## src/rtl/ysyx_24070014_mem_arbiter_pkg.sv

```systemverilog
// Shared definitions for the IFU/LSU memory arbiter: FSM states, owner tags,
// latency bounds and the memory window the arbiter fronts.
package ysyx_24070014_mem_arbiter_pkg;

    typedef enum logic [1:0] {
        YSYX_24070014_ST_IDLE   = 2'd0,
        YSYX_24070014_ST_WAIT   = 2'd1,
        YSYX_24070014_ST_ACCESS = 2'd2,
        YSYX_24070014_ST_RESP   = 2'd3
    } ysyx_24070014_state_e;

    // Bit position in the request/grant vectors doubles as the owner tag.
    typedef enum logic {
        YSYX_24070014_OWN_IFU = 1'b0,
        YSYX_24070014_OWN_LSU = 1'b1
    } ysyx_24070014_owner_e;

    localparam int          YSYX_24070014_LATENCY_MIN = 0;
    localparam int          YSYX_24070014_LATENCY_MAX = 15;
    localparam int          YSYX_24070014_CNT_W       = 4;
    localparam int          YSYX_24070014_MASK_W      = 4;
    localparam logic [31:0] YSYX_24070014_MEM_BASE    = 32'h8000_0000;
    localparam logic [31:0] YSYX_24070014_MEM_SIZE    = 32'h0800_0000;

endpackage

```

## src/rtl/ysyx_24070014_mem_arbiter_if.sv

```systemverilog
// Bundle of the IFU, LSU and shared-memory channels; slave is the arbiter's
// view, master is the view of the requesters plus the memory behind it.
interface ysyx_24070014_mem_arbiter_if
    import ysyx_24070014_mem_arbiter_pkg::*;
#(
    parameter int ADDR_WIDTH = 32,
    parameter int WORD_LEN   = 32
) ();

    logic                            ifu_req_valid;
    logic                            ifu_req_ready;
    logic [ADDR_WIDTH-1:0]           ifu_addr;
    logic                            ifu_resp_valid;
    logic                            ifu_resp_ready;
    logic [WORD_LEN-1:0]             ifu_rdata;

    logic                            lsu_req_valid;
    logic                            lsu_req_ready;
    logic [ADDR_WIDTH-1:0]           lsu_addr;
    logic [WORD_LEN-1:0]             lsu_wdata;
    logic                            lsu_wen;
    logic [YSYX_24070014_MASK_W-1:0] lsu_mask;
    logic                            lsu_resp_valid;
    logic                            lsu_resp_ready;
    logic [WORD_LEN-1:0]             lsu_rdata;

    logic [ADDR_WIDTH-1:0]           mem_addr;
    logic [WORD_LEN-1:0]             mem_wdata;
    logic                            mem_wen;
    logic [YSYX_24070014_MASK_W-1:0] mem_mask;
    logic [WORD_LEN-1:0]             mem_rdata;

    modport slave (
        input  ifu_req_valid, ifu_addr, ifu_resp_ready,
        input  lsu_req_valid, lsu_addr, lsu_wdata, lsu_wen, lsu_mask, lsu_resp_ready,
        input  mem_rdata,
        output ifu_req_ready, ifu_resp_valid, ifu_rdata,
        output lsu_req_ready, lsu_resp_valid, lsu_rdata,
        output mem_addr, mem_wdata, mem_wen, mem_mask
    );

    modport master (
        output ifu_req_valid, ifu_addr, ifu_resp_ready,
        output lsu_req_valid, lsu_addr, lsu_wdata, lsu_wen, lsu_mask, lsu_resp_ready,
        output mem_rdata,
        input  ifu_req_ready, ifu_resp_valid, ifu_rdata,
        input  lsu_req_ready, lsu_resp_valid, lsu_rdata,
        input  mem_addr, mem_wdata, mem_wen, mem_mask
    );

endinterface

```

## src/rtl/ysyx_24070014_rr_arb2.sv

```systemverilog
// Two-way round-robin arbiter: a tie goes to the side not served last; the
// priority pointer only moves when the caller reports an accepted grant.
module ysyx_24070014_rr_arb2
    import ysyx_24070014_mem_arbiter_pkg::*;
(
    input  logic       clk,
    input  logic       reset,
    input  logic [1:0] i_req,
    input  logic       i_take,
    output logic [1:0] o_gnt
);

    ysyx_24070014_owner_e r_prio;

    always_comb begin
        o_gnt = 2'b00;
        unique case (i_req)
            2'b01:   o_gnt = 2'b01;
            2'b10:   o_gnt = 2'b10;
            2'b11:   o_gnt = (r_prio == YSYX_24070014_OWN_IFU) ? 2'b01 : 2'b10;
            default: o_gnt = 2'b00;
        endcase
    end

    always_ff @(posedge clk or negedge reset) begin
        if (!reset) begin
            r_prio <= YSYX_24070014_OWN_IFU;
        end else if (i_take) begin
            r_prio <= o_gnt[0] ? YSYX_24070014_OWN_LSU : YSYX_24070014_OWN_IFU;
        end
    end

endmodule

```

## src/rtl/ysyx_24070014_mem_arbiter.sv

```systemverilog
// Shares one read-write memory port between IFU and LSU, one transaction at a
// time: IDLE -> WAIT (LATENCY cycles) -> ACCESS (1 cycle) -> RESP.
module ysyx_24070014_mem_arbiter
    import ysyx_24070014_mem_arbiter_pkg::*;
#(
    parameter int ADDR_WIDTH = 32,
    parameter int WORD_LEN   = 32,
    parameter int LATENCY    = 1
) (
    input logic                           clk,
    input logic                           reset,
    ysyx_24070014_mem_arbiter_if.slave    bus
);

    localparam logic [YSYX_24070014_CNT_W-1:0] LP_CNT_INIT =
        (LATENCY > 0) ? YSYX_24070014_CNT_W'(LATENCY - 1) : '0;

    ysyx_24070014_state_e            r_state, w_state_nxt;
    logic [YSYX_24070014_CNT_W-1:0]  r_cnt, w_cnt_nxt;
    ysyx_24070014_owner_e            r_owner;
    logic [ADDR_WIDTH-1:0]           r_addr;
    logic [WORD_LEN-1:0]             r_wdata;
    logic                            r_wen;
    logic [YSYX_24070014_MASK_W-1:0] r_mask;
    logic [WORD_LEN-1:0]             r_resp;

    logic [1:0] w_gnt;
    logic       w_idle, w_hs, w_mem_wen, w_ifu_rv, w_lsu_rv, w_resp_hs;

    ysyx_24070014_rr_arb2 u_rr_arb2 (
        .clk    (clk),
        .reset  (reset),
        .i_req  ({bus.lsu_req_valid, bus.ifu_req_valid}),
        .i_take (w_hs),
        .o_gnt  (w_gnt)
    );

    // Readiness is gated by reset so neither side sees ready while it is held.
    assign w_idle            = reset && (r_state == YSYX_24070014_ST_IDLE);
    assign bus.ifu_req_ready = w_idle & w_gnt[0];
    assign bus.lsu_req_ready = w_idle & w_gnt[1];
    assign w_hs              = bus.ifu_req_ready | bus.lsu_req_ready;

    always_comb begin
        // NOTE: every signal written here gets a default first, so no latch is inferred.
        w_state_nxt = r_state;
        w_cnt_nxt   = r_cnt;
        w_mem_wen   = 1'b0;
        w_ifu_rv    = 1'b0;
        w_lsu_rv    = 1'b0;
        w_resp_hs   = 1'b0;
        unique case (r_state)
            YSYX_24070014_ST_IDLE: begin
                if (w_hs) begin
                    if (LATENCY > 0) begin
                        w_state_nxt = YSYX_24070014_ST_WAIT;
                        w_cnt_nxt   = LP_CNT_INIT;
                    end else begin
                        w_state_nxt = YSYX_24070014_ST_ACCESS;
                    end
                end
            end
            YSYX_24070014_ST_WAIT: begin
                if (r_cnt == '0) w_state_nxt = YSYX_24070014_ST_ACCESS;
                else             w_cnt_nxt   = r_cnt - 1'b1;
            end
            YSYX_24070014_ST_ACCESS: begin
                w_mem_wen   = r_wen;
                w_state_nxt = YSYX_24070014_ST_RESP;
            end
            YSYX_24070014_ST_RESP: begin
                w_ifu_rv  = (r_owner == YSYX_24070014_OWN_IFU);
                w_lsu_rv  = (r_owner == YSYX_24070014_OWN_LSU);
                w_resp_hs = (w_ifu_rv & bus.ifu_resp_ready) | (w_lsu_rv & bus.lsu_resp_ready);
                if (w_resp_hs) w_state_nxt = YSYX_24070014_ST_IDLE;
            end
            default: w_state_nxt = YSYX_24070014_ST_IDLE;
        endcase
    end

    // NOTE: sequential state uses non-blocking assignments so every register samples pre-edge values.
    always_ff @(posedge clk or negedge reset) begin
        if (!reset) begin
            r_state <= YSYX_24070014_ST_IDLE;
            r_cnt   <= '0;
        end else begin
            r_state <= w_state_nxt;
            r_cnt   <= w_cnt_nxt;
        end
    end

    always_ff @(posedge clk or negedge reset) begin
        if (!reset) begin
            r_owner <= YSYX_24070014_OWN_IFU;
            r_addr  <= '0;
            r_wdata <= '0;
            r_wen   <= 1'b0;
            r_mask  <= '0;
        end else if (w_hs) begin
            if (w_gnt[0]) begin
                r_owner <= YSYX_24070014_OWN_IFU;
                r_addr  <= bus.ifu_addr;
                r_wdata <= '0;
                r_wen   <= 1'b0;
                r_mask  <= '1;
            end else begin
                r_owner <= YSYX_24070014_OWN_LSU;
                r_addr  <= bus.lsu_addr;
                r_wdata <= bus.lsu_wdata;
                r_wen   <= bus.lsu_wen;
                r_mask  <= bus.lsu_mask;
            end
        end
    end

    // Writes answer with zero; reads capture the memory word as ACCESS ends.
    always_ff @(posedge clk or negedge reset) begin
        if (!reset) begin
            r_resp <= '0;
        end else if (r_state == YSYX_24070014_ST_ACCESS) begin
            r_resp <= r_wen ? '0 : bus.mem_rdata;
        end
    end

    assign bus.mem_addr       = r_addr;
    assign bus.mem_wdata      = r_wdata;
    assign bus.mem_mask       = r_mask;
    assign bus.mem_wen        = w_mem_wen;
    assign bus.ifu_resp_valid = w_ifu_rv;
    assign bus.lsu_resp_valid = w_lsu_rv;
    assign bus.ifu_rdata      = r_resp;
    assign bus.lsu_rdata      = r_resp;

endmodule

```

## src/flat_wrapper.sv

```systemverilog
// flat-port wrapper written by rule: the top's interface ports become plain ports
module ysyx_24070014_mem_arbiter_flat import ysyx_24070014_mem_arbiter_pkg::*;
#(
    parameter int ADDR_WIDTH = 32,
    parameter int WORD_LEN   = 32,
    parameter int LATENCY    = 1
)
  (clk, reset, bus_ifu_req_valid, bus_ifu_addr, bus_ifu_resp_ready, bus_lsu_req_valid, bus_lsu_addr, bus_lsu_wdata, bus_lsu_wen, bus_lsu_mask, bus_lsu_resp_ready, bus_mem_rdata, bus_ifu_req_ready, bus_ifu_resp_valid, bus_ifu_rdata, bus_lsu_req_ready, bus_lsu_resp_valid, bus_lsu_rdata, bus_mem_addr, bus_mem_wdata, bus_mem_wen, bus_mem_mask);
  ysyx_24070014_mem_arbiter_if #(.ADDR_WIDTH(ADDR_WIDTH), .WORD_LEN(WORD_LEN)) bus_i ();
  input logic clk;
  input logic reset;
  input wire logic [$bits(bus_i.ifu_req_valid)-1:0] bus_ifu_req_valid;
  input wire logic [$bits(bus_i.ifu_addr)-1:0] bus_ifu_addr;
  input wire logic [$bits(bus_i.ifu_resp_ready)-1:0] bus_ifu_resp_ready;
  input wire logic [$bits(bus_i.lsu_req_valid)-1:0] bus_lsu_req_valid;
  input wire logic [$bits(bus_i.lsu_addr)-1:0] bus_lsu_addr;
  input wire logic [$bits(bus_i.lsu_wdata)-1:0] bus_lsu_wdata;
  input wire logic [$bits(bus_i.lsu_wen)-1:0] bus_lsu_wen;
  input wire logic [$bits(bus_i.lsu_mask)-1:0] bus_lsu_mask;
  input wire logic [$bits(bus_i.lsu_resp_ready)-1:0] bus_lsu_resp_ready;
  input wire logic [$bits(bus_i.mem_rdata)-1:0] bus_mem_rdata;
  output wire logic [$bits(bus_i.ifu_req_ready)-1:0] bus_ifu_req_ready;
  output wire logic [$bits(bus_i.ifu_resp_valid)-1:0] bus_ifu_resp_valid;
  output wire logic [$bits(bus_i.ifu_rdata)-1:0] bus_ifu_rdata;
  output wire logic [$bits(bus_i.lsu_req_ready)-1:0] bus_lsu_req_ready;
  output wire logic [$bits(bus_i.lsu_resp_valid)-1:0] bus_lsu_resp_valid;
  output wire logic [$bits(bus_i.lsu_rdata)-1:0] bus_lsu_rdata;
  output wire logic [$bits(bus_i.mem_addr)-1:0] bus_mem_addr;
  output wire logic [$bits(bus_i.mem_wdata)-1:0] bus_mem_wdata;
  output wire logic [$bits(bus_i.mem_wen)-1:0] bus_mem_wen;
  output wire logic [$bits(bus_i.mem_mask)-1:0] bus_mem_mask;
  assign bus_i.ifu_req_valid = bus_ifu_req_valid;
  assign bus_i.ifu_addr = bus_ifu_addr;
  assign bus_i.ifu_resp_ready = bus_ifu_resp_ready;
  assign bus_i.lsu_req_valid = bus_lsu_req_valid;
  assign bus_i.lsu_addr = bus_lsu_addr;
  assign bus_i.lsu_wdata = bus_lsu_wdata;
  assign bus_i.lsu_wen = bus_lsu_wen;
  assign bus_i.lsu_mask = bus_lsu_mask;
  assign bus_i.lsu_resp_ready = bus_lsu_resp_ready;
  assign bus_i.mem_rdata = bus_mem_rdata;
  assign bus_ifu_req_ready = bus_i.ifu_req_ready;
  assign bus_ifu_resp_valid = bus_i.ifu_resp_valid;
  assign bus_ifu_rdata = bus_i.ifu_rdata;
  assign bus_lsu_req_ready = bus_i.lsu_req_ready;
  assign bus_lsu_resp_valid = bus_i.lsu_resp_valid;
  assign bus_lsu_rdata = bus_i.lsu_rdata;
  assign bus_mem_addr = bus_i.mem_addr;
  assign bus_mem_wdata = bus_i.mem_wdata;
  assign bus_mem_wen = bus_i.mem_wen;
  assign bus_mem_mask = bus_i.mem_mask;
  ysyx_24070014_mem_arbiter #(.ADDR_WIDTH(ADDR_WIDTH), .WORD_LEN(WORD_LEN), .LATENCY(LATENCY)) u_core (.clk(clk), .reset(reset), .bus(bus_i));
endmodule
```

## config.mk

```make
export PLATFORM = sky130hd
export DESIGN_NAME = ysyx_24070014_mem_arbiter_flat
export DESIGN_NICKNAME = d
export VERILOG_FILES = /design/src/rtl/ysyx_24070014_mem_arbiter_pkg.sv /design/src/rtl/ysyx_24070014_mem_arbiter_if.sv /design/src/rtl/ysyx_24070014_rr_arb2.sv /design/src/rtl/ysyx_24070014_mem_arbiter.sv /design/src/flat_wrapper.sv
export SDC_FILE = /design/constraint.sdc
export NUM_CORES = 1
export LEC_CHECK = 0
export ABC_AREA = 1
export BUFFER_PORTS_ARGS = -buffer_cell sky130_fd_sc_hd__buf_2
export CORE_ASPECT_RATIO = 0.7
export CORE_UTILIZATION = 44
export DETAILED_ROUTE_END_ITERATION = 8
export PLACE_DENSITY = 0.81
export SLEW_MARGIN = 20
export SYNTH_ARGS = -nofsm -noshare
export SYNTH_HDL_FRONTEND = slang
export SYNTH_SLANG_ARGS = --single-unit
```

## constraint.sdc

```tcl
create_clock -name clk -period 1.92 [get_ports clk]
set_input_delay 0.096 -clock clk [delete_from_list [all_inputs] [get_ports clk]]
set_output_delay 0.096 -clock clk [all_outputs]
set_load 0.02 [all_outputs]
```

==> results.json <==
{
  "rows": 31,
  "critPathBufInv": 5,
  "port_buffers": 275,
  "ys_ff_latch": 109,
  "cts_root_buf": "clkbuf_16",
  "status": "finished clean",
  "drv_slew": 0,
  "min_period_ps": 1820,
  "ant_nets": 0,
  "areaGrowthSynthToFinish_pct": 55.3,
  "p_leak_nw": 4.19,
  "drc": 0,
  "ctsLongestPathBuffers": 2,
  "cap_violations": 0,
  "netlist_instances": 581,
  "grt.overflow.total": 0,
  "clkLatencyLatePin_ps": 330,
  "gp_congestion": 0.812,
  "yosys.area.top_type": "dfrtp_1",
  "layout.nets": 1063,
  "wire_per_inst_um": 15.5,
  "setup.worst_path.class": "flop to primary output",
  "syn_nets": 727,
  "synthArstFlopShare_pct": 100,
  "drtIter0Drc": 218,
  "cts_tree": "done",
  "placed_cell_area_sq_um": 6270,
  "die_w_um": 128,
  "synth_edf_count": 0,
  "vias_per_cell": 4.90,
  "die_height_um": 90.4,
  "setup.worst_path.end_class": "primary output",
  "antenna_cells": 0,
  "synthTopCellsByArea": "dfrtp_1 56%, nand2_1 16%, nand3_1 7.3%, buf_4 5.8%, inv_1 3.7%",
  "dr.pass1.iters": 5,
  "hold_viol_final": 0,
  "setup_viol": 0,
  "finalCritPeriodShare_pct": 94.8,
  "wirelength_um": 16600,
  "design_area_sq_um": 7630,
  "syn_avg_cell_area_sq_um": 8.46,
  "yosysTopAreaCellShare_pct": 55.5,
  "clk_pin_slew_worst_paths_ps": 70,
  "required_ps": 1820,
  "hpwl_um": 9550,
  "grt_first_pass_wirelength_um": 26400,
  "cp_slowest_cell": "dfrtp_1",
  "hp-start": "bus_mem_rdata[24]",
  "ys_types": 21,
  "grt_usage_pct": 29.5,
  "crit_family": "buffers and inverters",
  "mostFrequentLayoutCells": "273 x buf_2, 203 x nand2_1, 109 x dfrtp_1",
  "p_per_area_nw_per_um2": 1540,
  "cts_buffers": 9,
  "die_area_sq_um": 11600,
  "critPathMostFrequentCell": "inv_2",
  "synth_flop_cell": "dfrtp_1",
  "skew_ps": 6.99,
  "r2r-start": "u_core.r_state[1]",
  "antenna_found_initial": 0,
  "max_slew_margin_pct": 60.1,
  "cp.arrival_ps": 1720,
  "synth_warnings": 0,
  "power_mw": 11.8,
  "start_util_pct": 46.4,
  "hold_class": "input port to flop",
  "ios": 276,
  "fmax_mhz": 549,
  "cp_max_fo": 14,
  "cpPeakStageDelay_ps": 420,
  "cts_sinks": 109,
  "startpoint_type": "flop",
  "drive_gt1_share_pct": 34.1,
  "ys_seq_area_share_pct": 55.5,
  "grt_pass1_vias": 5329,
  "grt_max_degree": 110,
  "final_common_cell": "buf_2",
  "core_area_sq_um": 10600,
  "htreeDepth": 3,
  "synth.cell_area_sq_um": 4910,
  "path_cells": "inv_2, ha_2, nand2_2, inv_2, nand3_2, inv_4, buf_12, buf_4",
  "vias": 5244,
  "ir_worst_vdd_uv": 608,
  "startpoint": "u_core.r_state[1]",
  "worst_pin_slew_ps": 599
}
-- flip-flops by register name (all words and copies together), names as in the netlist --
register and count:
u_core.bus.mem_wdata 32, u_core.bus.mem_mask 4, u_core.r_wen 1, u_core.r_owner 1
u_core.u_rr_arb2.r_prio 1, u_core.r_cnt 4, u_core.r_state 2, u_core.bus.mem_addr 32
u_core.bus.ifu_rdata 32
-- worst register-to-register path, stage by stage (launching register included) --
cell       delay (ps)
dfrtp_1           420
inv_2              90
ha_2              200
nand2_2            90
inv_2              90
nand3_2           100
inv_4             100
bufbuf_16         320
nand2_1            80
nand3_1           110
-- routing by layer --
layer	part of all wire (%)	global-route usage, %	up-vias
met4	4.6	15.2	0
met5	0	0	-
met3	7.2	6.34	55
met1	38	32.7	2428
met2	50	52.8	293
li1	-	-	2468
-- cells in the mapped netlist (2+ instances only) --
cell type / n
buf_4: 38
nand2_1: 204
nor2_1: 21
a31oi_1: 11
nand3_1: 72
buf_1: 4
buf_2: 7
clkbuf_1: 12
a21oi_1: 2
o22a_1: 3
inv_2: 2
o21ai_0: 34
ha_1: 7
dfrtp_1: 109
inv_1: 49
-- logic make-up (layout without fill, tap and decap cells) --
group,Yosys count,in the layout,share of synthesized area (%)
fa+ha+maj,7,7,1.78
flops,109,109,55.5
simple gates,300,300,25.0
xor+xnor,1,1,0.178
buf+inv,112,453,11.6
compound gates,52,52,5.91
-- cell type report --
type	count	area (sq um)
Clock buffer	11	233
Clock inverter	5	60.1
Fill cell	778	2960
Inverter	51	194
Multi-Input combinational cell	360	1630
Sequential cell	109	2730
Tap cell	148	185
Timing Repair Buffer	386	2600
-- timing repair --
item / 4_1_cts / 5_1_grt
setup buffers: 0 / 1
hold endpoints to repair: 185 / 0
cloned: 2 / 0
setup endpoints to repair: 1 / 1
hold buffers: 98 / 0
resized for setup: 3 / 3
-- worst paths after layout --
kind                                       endpoint  slack, ps  depth (start not counted)
max                               bus_lsu_req_ready        100                          8
min                        u_core.bus.ifu_rdata[24]         10                          3
max reg2reg                 u_core.bus.mem_addr[18]        250                          9
min reg2reg                u_core.bus.mem_wdata[24]        480                          2
max in group asynchronous  u_core.bus.ifu_rdata[15]       1060                          3
min in group asynchronous    u_core.bus.mem_mask[1]        370                          3
-- where the power goes --
group | total (mW) | switching [mW] | internal (mW)
Combinational | 5.96 | 3.87 | 2.09
Clock | 1.83 | 0.810 | 1.02
Sequential | 3.99 | 0.651 | 3.34
Total | 11.8 | 5.33 | 6.44
-- through the flow --
stage | instances | setup WS, ps | TNS, ps | util [%] | hold WS [ps]
detailed placement | 953 | 213 | 0 | 59.2 | 247
CTS | 1069 | 11.4 | 0 | 72.0 | 2.63
global route | 1070 | -2.66 | -2.66 | 72.1 | 2.45
global placement | 953 | 260 | 0 | 59.2 | 244
floorplan | 581 | 406 | 0 | - | -200
finish | 1070 | 99.0 | 0 | 72.1 | 10.9
Power figures use the tool's default switching activity.
